===== config.mk =====
export PLATFORM = sky130hd
export DESIGN_NAME = muldiv_sequencer
export DESIGN_NICKNAME = d
export VERILOG_FILES = /design/src/rtl/muldiv_sequencer.sv
export SDC_FILE = /design/constraint.sdc
export NUM_CORES = 1
export LEC_CHECK = 0
export ABC_CLOCK_PERIOD_IN_PS = 11460
export CORE_AREA = 4 4 199 182
export CTS_CLUSTER_SIZE = 40
export DETAILED_ROUTE_END_ITERATION = 6
export DIE_AREA = 0 0 203 186
export DONT_BUFFER_PORTS = 1
export PLACE_DENSITY = 0.6
export SYNTH_ARGS = -nofsm -noshare
export SYNTH_HDL_FRONTEND = slang
export SYNTH_SLANG_ARGS = --single-unit

===== constraint.sdc =====
create_clock -name CLK -period 11.46 [get_ports CLK]
set_input_delay 1.146 -clock CLK [delete_from_list [all_inputs] [get_ports CLK]]
set_output_delay 1.146 -clock CLK [all_outputs]
set_load 0.01 [all_outputs]

===== src/rtl/muldiv_sequencer.sv =====
// Iterative MULT/MULTU/DIV/DIVU unit owning HI/LO: one shift-add or restoring-subtract step per cycle.
// Optional macro MULDIV_DIVZERO_EN: short-cuts divide-by-zero and adds the divz pulse output.
module muldiv_sequencer #(
  parameter int WORD_W = 32
) (
  input  logic              CLK,
  input  logic              RST,
  input  logic              start,
  input  logic [5:0]        func,
  input  logic [WORD_W-1:0] rs_data,
  input  logic [WORD_W-1:0] rt_data,
  input  logic              flush,
  output logic              busy,
  output logic              done,
  output logic [WORD_W-1:0] hi,
  output logic [WORD_W-1:0] lo
`ifdef MULDIV_DIVZERO_EN
  ,
  output logic              divz
`endif
);

  localparam logic [5:0] F_MTHI  = 6'h11;
  localparam logic [5:0] F_MTLO  = 6'h13;
  localparam logic [5:0] F_MULT  = 6'h18;
  localparam logic [5:0] F_MULTU = 6'h19;
  localparam logic [5:0] F_DIV   = 6'h1A;
  localparam logic [5:0] F_DIVU  = 6'h1B;
  localparam int         CNT_W   = (WORD_W > 2) ? $clog2(WORD_W) : 1;
  localparam logic [CNT_W-1:0] CNT_LAST = CNT_W'(WORD_W - 1);

  typedef enum logic [1:0] {S_IDLE, S_RUN, S_FIX} state_e;

  state_e            state_q, state_d;
  logic [CNT_W-1:0]  cnt_q, cnt_d;
  logic              div_q, div_d;
  logic              rs_neg_q, rs_neg_d;
  logic              rt_neg_q, rt_neg_d;
  logic [WORD_W-1:0] acc_hi_q, acc_hi_d;
  logic [WORD_W-1:0] acc_lo_q, acc_lo_d;
  logic [WORD_W-1:0] opb_q, opb_d;
  logic [WORD_W-1:0] hi_q, hi_d;
  logic [WORD_W-1:0] lo_q, lo_d;
  logic              done_q, done_d;
`ifdef MULDIV_DIVZERO_EN
  logic              dz_q, dz_d;
  logic              divz_q, divz_d;
`endif

  // Operand decode in IDLE
  logic              is_mul, is_div, is_sgn, rs_neg_in, rt_neg_in;
  logic [WORD_W-1:0] abs_rs, abs_rt;

  assign is_mul    = (func == F_MULT) || (func == F_MULTU);
  assign is_div    = (func == F_DIV)  || (func == F_DIVU);
  assign is_sgn    = (func == F_MULT) || (func == F_DIV);
  assign rs_neg_in = is_sgn & rs_data[WORD_W-1];
  assign rt_neg_in = is_sgn & rt_data[WORD_W-1];
  assign abs_rs    = rs_neg_in ? -rs_data : rs_data;
  assign abs_rt    = rt_neg_in ? -rt_data : rt_data;

  // One iteration of each algorithm; the partial remainder is WORD_W+1 bits after the shift
  logic [WORD_W-1:0]   mul_add;
  logic [WORD_W:0]     mul_sum;
  logic [WORD_W:0]     div_shift;
  logic                div_ge;
  logic [WORD_W-1:0]   div_sub;
  logic                res_neg;
  logic [2*WORD_W-1:0] prod, prod_fix;
  logic [WORD_W-1:0]   quo_fix, rem_fix;

  assign mul_add   = acc_lo_q[0] ? opb_q : '0;
  assign mul_sum   = {1'b0, acc_hi_q} + {1'b0, mul_add};
  assign div_shift = {acc_hi_q, acc_lo_q[WORD_W-1]};
  assign div_ge    = div_shift >= {1'b0, opb_q};
  assign div_sub   = div_shift[WORD_W-1:0] - opb_q;
  assign res_neg   = rs_neg_q ^ rt_neg_q;
  assign prod      = {acc_hi_q, acc_lo_q};
  assign prod_fix  = res_neg ? -prod : prod;
  assign quo_fix   = res_neg ? -acc_lo_q : acc_lo_q;
  assign rem_fix   = rs_neg_q ? -acc_hi_q : acc_hi_q;

  always_comb begin
    // NOTE: every variable gets its hold value first so no branch can infer a latch.
    state_d  = state_q;
    cnt_d    = cnt_q;
    div_d    = div_q;
    rs_neg_d = rs_neg_q;
    rt_neg_d = rt_neg_q;
    acc_hi_d = acc_hi_q;
    acc_lo_d = acc_lo_q;
    opb_d    = opb_q;
    hi_d     = hi_q;
    lo_d     = lo_q;
    done_d   = 1'b0;
`ifdef MULDIV_DIVZERO_EN
    dz_d     = dz_q;
    divz_d   = 1'b0;
`endif
    unique case (state_q)
      S_IDLE: begin
        if (start && !flush) begin
          if (is_mul || is_div) begin
            state_d  = S_RUN;
            cnt_d    = '0;
            div_d    = is_div;
            rs_neg_d = rs_neg_in;
            rt_neg_d = rt_neg_in;
            acc_hi_d = '0;
            acc_lo_d = is_div ? abs_rs : abs_rt;
            opb_d    = is_div ? abs_rt : abs_rs;
`ifdef MULDIV_DIVZERO_EN
            dz_d     = is_div && (rt_data == '0);
            if (is_div && (rt_data == '0)) begin
              state_d  = S_FIX;
              acc_hi_d = rs_data;
              acc_lo_d = '1;
            end
`endif
          end else if (func == F_MTHI) begin
            hi_d = rs_data;
          end else if (func == F_MTLO) begin
            lo_d = rs_data;
          end
        end
      end
      S_RUN: begin
        if (flush) begin
          state_d = S_IDLE;
        end else begin
          cnt_d = cnt_q + 1'b1;
          if (cnt_q == CNT_LAST) state_d = S_FIX;
          if (div_q) begin
            acc_hi_d = div_ge ? div_sub : div_shift[WORD_W-1:0];
            acc_lo_d = {acc_lo_q[WORD_W-2:0], div_ge};
          end else begin
            acc_hi_d = mul_sum[WORD_W:1];
            acc_lo_d = {mul_sum[0], acc_lo_q[WORD_W-1:1]};
          end
        end
      end
      S_FIX: begin
        state_d = S_IDLE;
        if (!flush) begin
          done_d = 1'b1;
          if (div_q) begin
            hi_d = rem_fix;
            lo_d = quo_fix;
          end else begin
            {hi_d, lo_d} = prod_fix;
          end
`ifdef MULDIV_DIVZERO_EN
          divz_d = dz_q;
          if (dz_q) begin
            hi_d = acc_hi_q;
            lo_d = acc_lo_q;
          end
`endif
        end
      end
      default: state_d = S_IDLE;
    endcase
  end

  // NOTE: state registers use non-blocking assignments so every flop samples pre-edge values.
  always_ff @(posedge CLK or posedge RST) begin
    if (RST) begin
      state_q  <= S_IDLE;
      cnt_q    <= '0;
      div_q    <= 1'b0;
      rs_neg_q <= 1'b0;
      rt_neg_q <= 1'b0;
      acc_hi_q <= '0;
      acc_lo_q <= '0;
      opb_q    <= '0;
      hi_q     <= '0;
      lo_q     <= '0;
      done_q   <= 1'b0;
`ifdef MULDIV_DIVZERO_EN
      dz_q     <= 1'b0;
      divz_q   <= 1'b0;
`endif
    end else begin
      state_q  <= state_d;
      cnt_q    <= cnt_d;
      div_q    <= div_d;
      rs_neg_q <= rs_neg_d;
      rt_neg_q <= rt_neg_d;
      acc_hi_q <= acc_hi_d;
      acc_lo_q <= acc_lo_d;
      opb_q    <= opb_d;
      hi_q     <= hi_d;
      lo_q     <= lo_d;
      done_q   <= done_d;
`ifdef MULDIV_DIVZERO_EN
      dz_q     <= dz_d;
      divz_q   <= divz_d;
`endif
    end
  end

  assign busy = (state_q != S_IDLE);
  assign done = done_q;
  assign hi   = hi_q;
  assign lo   = lo_q;
`ifdef MULDIV_DIVZERO_EN
  assign divz = divz_q;
`endif

endmodule


# Word level (Yosys, flattened, before mapping)
# Cells that the tools add are included.
[classes]
n_eq_ne = 18
n_addsub = 8
n_reduce_logical = 15
n_mux = 43
bitwise = 3
order_cmp = 1
[ops]
columns = ["operator", "count"]
rows = [
  ["two-way mux 32 bit", 27],
  ["case mux 32 bit (2 select lines)", 4],
  ["negator 32 bit", 4],
  ["two-way mux 64 bit", 1],
  ["negator 64 bit", 1],
  ["== test 6 x 5 -> 1 bit (second input constant)", 6],
  ["adder 32 x 32 -> 33 bit", 1],
  ["greater-or-equal comparator 33 x 32 -> 1 bit", 1],
  ["subtractor 32 bit", 1],
  ["inequality test 2 bit (second input constant)", 8],
  ["two-way mux 5 bit", 3],
  ["case mux 5 bit (2 select lines)", 1],
  ["two-way mux 2 bit", 4],
  ["AND reduction 3 bit", 2],
  ["AND reduction 6 bit", 1],
  ["nonzero test 2 bit", 3],
  ["adder 5 x 1 -> 5 bit (second input constant)", 1],
  ["== test 5 bit (second input constant)", 1],
  ["AND reduction 5 bit", 1],
  ["logical OR 1 bit", 4],
  ["case mux 2 bit (2 select lines)", 1],
  ["AND reduction 4 bit", 1],
  ["inequality test 3 bit (second input constant)", 1],
  ["bitwise AND 1 bit", 2],
  ["other kinds (7)", 8],
]
[word_totals]
elab_cells = 99
ff_bits = 171
inputBits = 74

# Logic depth before layout (Yosys ltp)
[logic_depth]
word_depth = 8
depth_mapped = 14

# Worst setup path after synthesis
# OpenSTA, ideal clock, no wires.
[synth_timing]
path_kind = "input-to-reg"
start = "input port rs_data[10]"
end = "register acc_lo_q[30]"
arrival_ns = 3.003
setup_slack_ns = 8.322
path_stages = 9
n_path_buf = 0
path_cell_list = "or4_4 > nor4_4 > nand4_1 > o31ai_1 > o21ai_1 > xnor2_1 > nand2_1 > o21ai_0 > a21oi_1"
[synth_between]
elab_chain_cells = 6
[synth_rtl]
columns = ["item", "line", "text"]
rows = [
  ["from (decl)", "10", "input logic [WORD_W-1:0] rs_data,"],
  ["negator 32 bit", "59", "assign abs_rs = rs_neg_in ? -rs_data : rs_data;"],
  ["two-way mux 32 bit", "59", ""],
  ["two-way mux 32 bit", "110", "acc_lo_d = is_div ? abs_rs : abs_rt;"],
  ["two-way mux 32 bit", "103", "if (is_mul || is_div) begin"],
  ["two-way mux 32 bit", "102", "if (start && !flush) begin"],
  ["case mux 32 bit (2 select lines)", "100", "unique case (state_q)"],
  ["to (signal assigned)", "190", "acc_lo_q <= acc_lo_d;"],
  ["to (decl)", "40", "logic [WORD_W-1:0] acc_lo_q, acc_lo_d;"],
]
# No other way between the ends. The select of a mux whose other input is x is not followed.
# A chain may end at the register's enable or synchronous reset.

# Final worst setup path
[layout_timing]
start = "register acc_lo_q[0]"
end = "register hi_q[14] (netlist: hi[14])"
[layout_between]
elab_chain_cells = 5
[layout_rtl]
columns = ["item", "line", "text"]
rows = [
  ["negator 64 bit", "79", "assign prod_fix = res_neg ? -prod : prod;"],
  ["two-way mux 64 bit", "79", ""],
  ["two-way mux 32 bit", "146", "if (div_q) begin"],
  ["two-way mux 32 bit", "144", "if (!flush) begin"],
  ["case mux 32 bit (2 select lines)", "100", ""],
  ["to (signal assigned)", "192", "hi_q <= hi_d;"],
  ["to (decl)", "42", "logic [WORD_W-1:0] hi_q, hi_d;"],
]
# No other way between the ends. The select of a mux whose other input is x is not followed.

==> impl_results.md <==
- Netlist cell types: 89
- CTS tree: built
- Skew final: 0.02470 ns
- Die Y: 186 um
- RR Endpoint: hi[14]
- CP Class: register to register
- Largest area contributor in the netlist: dfrtp_1
- Initial DRC Count: 1500
- DRC Markers: 0
- Via Count: 14960
- FP Rows: 64
- Period utilisation layout: 0.3497
- Post-Syn Nets: 2096
- Die Span X: 203 um
- RSZ-0062 raised after global routing: false
- Part of the power in combinational logic: 0.467
- Status: completed
- Max VDD drop: 142.0 uV
- Cell count of the worst reg-to-reg path: 12
- Setup TNS Final: 0 ns
- Post-synth EDFFs: 0
- Power Density: 182.5 mW/mm^2
- Mean post-synth cell area: 7.797 um^2
- Num Clock Sinks: 171
- Yosys warning total: 0
- R2R Path Start: acc_lo_q[0]
- Drt wl/cell: 25.41 um
- Synth Cell Area: 0.01520 mm^2
- Slew @ Worst Pin: 1.144 ns
- First-pass GRT wire length: 87870 um
- Area of the die: 0.03776 mm^2
- Layout Cells excl Fill: 2339
- Critical Path RT: 11.84 ns
- Vias/cell: 6.396
- Setup Buffers After CTS: 0
- Fmax: 249.5 MHz
- Hold buffers post-CTS: 0
- Root buf cell: clkbuf_16
- Cells after synthesis: 1950
- TritonCTS Buffers: 17
- Worst hold margin: 0.4975 ns
- Layout cells sized above 1: 0.05594
- Seq/Total Area, Yosys: 0.2814
- Vias in the first global route: 14012
- P&R area growth vs syn: 5.760%
- Clock power share: 0.208
- Hold Path Class: register to register
- Initial antenna violation count: 0
- Hold Startpoint: opb_q[10]
- Final setup fails: 0
- PortBufs: 0
- Main synth FF type: dfrtp_1
- Core ar.: 0.03387 mm^2
- P_leak: 7.043 nW
- CP startpoint kind: register
- Detail Placement HPWL: 45680 um
- Initial core utilization: 0.4489
- Data arrival, critical path: 4.38 ns
- Sw power: 1.361 mW
- Top cells by area, synth: dfrtp_1, nor2_1, ha_1
- Total chip power: 2.935 mW
- Clk slew on worst S/H paths: 0.07 ns
- DRT Pass-1 Iters: 5
- GP Congestion: 0.9514
- Max-Slew Margin vs Limit: 0.2353
- Remaining global-route overflow: 0
- # diodes: 0
- Detailed Route WL: 59430 um
- Clock Path Buffers: 2
- Final Max Tran Viols: 0
- Total GRT Usage: 0.3058
- Top Ports: 140
- # resized after CTS: 0
- Asr flop ratio synth: 1.000
- Htree depth: 4
- Hold path cells: 2
- Hold path endpoint: opb_q[10]
- Worst reg2reg setup slack: 7.45 ns
- Final hold vios: 0
- CP max FO: 20
- DP Cell Count: 2309
- Reg power frac: 0.325
- Antenna Nets Post-Route: 0
- Internal power: 1.574 mW
- Nets: 2012
- Sw frac: 0.4636
- FF+latch count, synth: 171
- Largest net degree at the start of global routing: 65
- Clk Latency, worst-skew pair: 0.46 ns
- Synth top area share: 0.2814
- Max-Cap Viols: 0
- Final min period: 4.008 ns
- Endpoint class of the critical path: register
worst max path at each step:
stage / startpoint / endpoint / slack (ns) / depth (start not counted)
final: acc_lo_q[0] / hi[14] / 7.45 / 12
after global routing: acc_lo_q[0] / hi[8] / 7.15 / 11
after CTS: acc_lo_q[0] / hi[14] / 7.50 / 12
after detailed placement: acc_lo_q[0] / hi[14] / 7.53 / 12
after global placement: acc_lo_q[0] / hi[14] / 7.63 / 12
after floorplan: RST / acc_hi_q[0] / 5.68 / 1
routing by layer:
layer  track usage  vias to the layer above  part of all wire
li1              -                     6890                 -
met1        0.4364                     7179              0.44
met3        0.1037                       96              0.12
met2        0.4289                      795              0.40
met5             0                        -                 0
met4        0.1105                        0             0.038
power by group through the flow:
stage,combinational (mW),sequential (mW),clock [mW]
after CTS,1.35,0.939,0.614
after global placement,1.34,0.948,0
after global routing,1.50,0.962,0.637
after detailed placement,1.34,0.951,0
after floorplan,1.06,0.827,0
final,1.37,0.953,0.612
cells in the mapped netlist, drive strengths merged, types with 17 or more instances:
cell type,instances
nor2,253
a22oi,21
dfrtp,171
nand2,189
o31ai,62
nor4,19
o41ai,20
o21ai,154
a221oi,20
clkbuf,106
buf,19
inv,73
ha,70
nand4,17
a21oi,173
xnor2,85
a21o,44
nor3,45
xor2,86
a31oi,32
mux2i,46
nand3,26
layout make-up:
class                   count  area, um^2
clock buffers              17       425.4
fillers                  3371       17790
flip-flops and latches    171        4280
inverters                  74       282.8
repair buffers             22       165.2
well taps                 462       578.1
clock inverters            13       153.9
multi-input cells        1580       10190
registers in the layout, summed over array words and instances, names as in the netlist, 2 cells and up:
name,count
state_q,2
acc_lo_q,32
opb_q,32
cnt_q,5
hi,32
acc_hi_q,32
lo,32
cells in the final DEF, fill, tap and decap left out, drive strengths merged, types with 21 or more instances in the layout:
cell type and instances:
a22oi 21, xnor2 85, nand2 189, o31ai 62, a31oi 32, o21ai 154
mux2i 46, a21oi 173, xor2 86, ha 70, nor3 45, a21o 44
nor2 253, nand3 26, inv 80, dfrtp 171, buf 22
worst max-delay path, stage by stage (launching register included):
cell      delay [ns]
dfrtp_1         0.47
inv_1           0.51
buf_4           0.35
ha_1            0.21
nor3b_1         0.37
nand2_1         0.17
nor3b_2         0.47
and4_1          0.45
nand2b_1        0.27
o21ai_1         0.11
xor2_1          0.27
a21oi_1         0.11
o21ai_1         0.16
through the flow:
step | utilization | setup WS [ns] | area, um^2
6_report | 0.4747 | 7.452 | 16080
5_1_grt | 0.4747 | 7.155 | 16080
4_1_cts | 0.4747 | 7.497 | 16080
3_5_place_dp | 0.4576 | 7.530 | 15500
3_3_place_gp | 0.4576 | 7.633 | 15500
2_1_floorplan | - | 5.682 | 15200
logic make-up (layout without fill, tap and decap cells):
family	count (synthesis)	in the layout	share of synthesized area
multiplexers	50	50	0.03325
XOR/XNOR	171	171	0.09850
AND/OR/NAND/NOR	653	653	0.2066
AO/OA/AOI/OAI	634	634	0.2693
adder cells (fa/ha/maj)	72	72	0.06024
flip-flops	171	171	0.2814
buffers and inverters	199	126	0.05077
(Power assumes the default switching activity.)
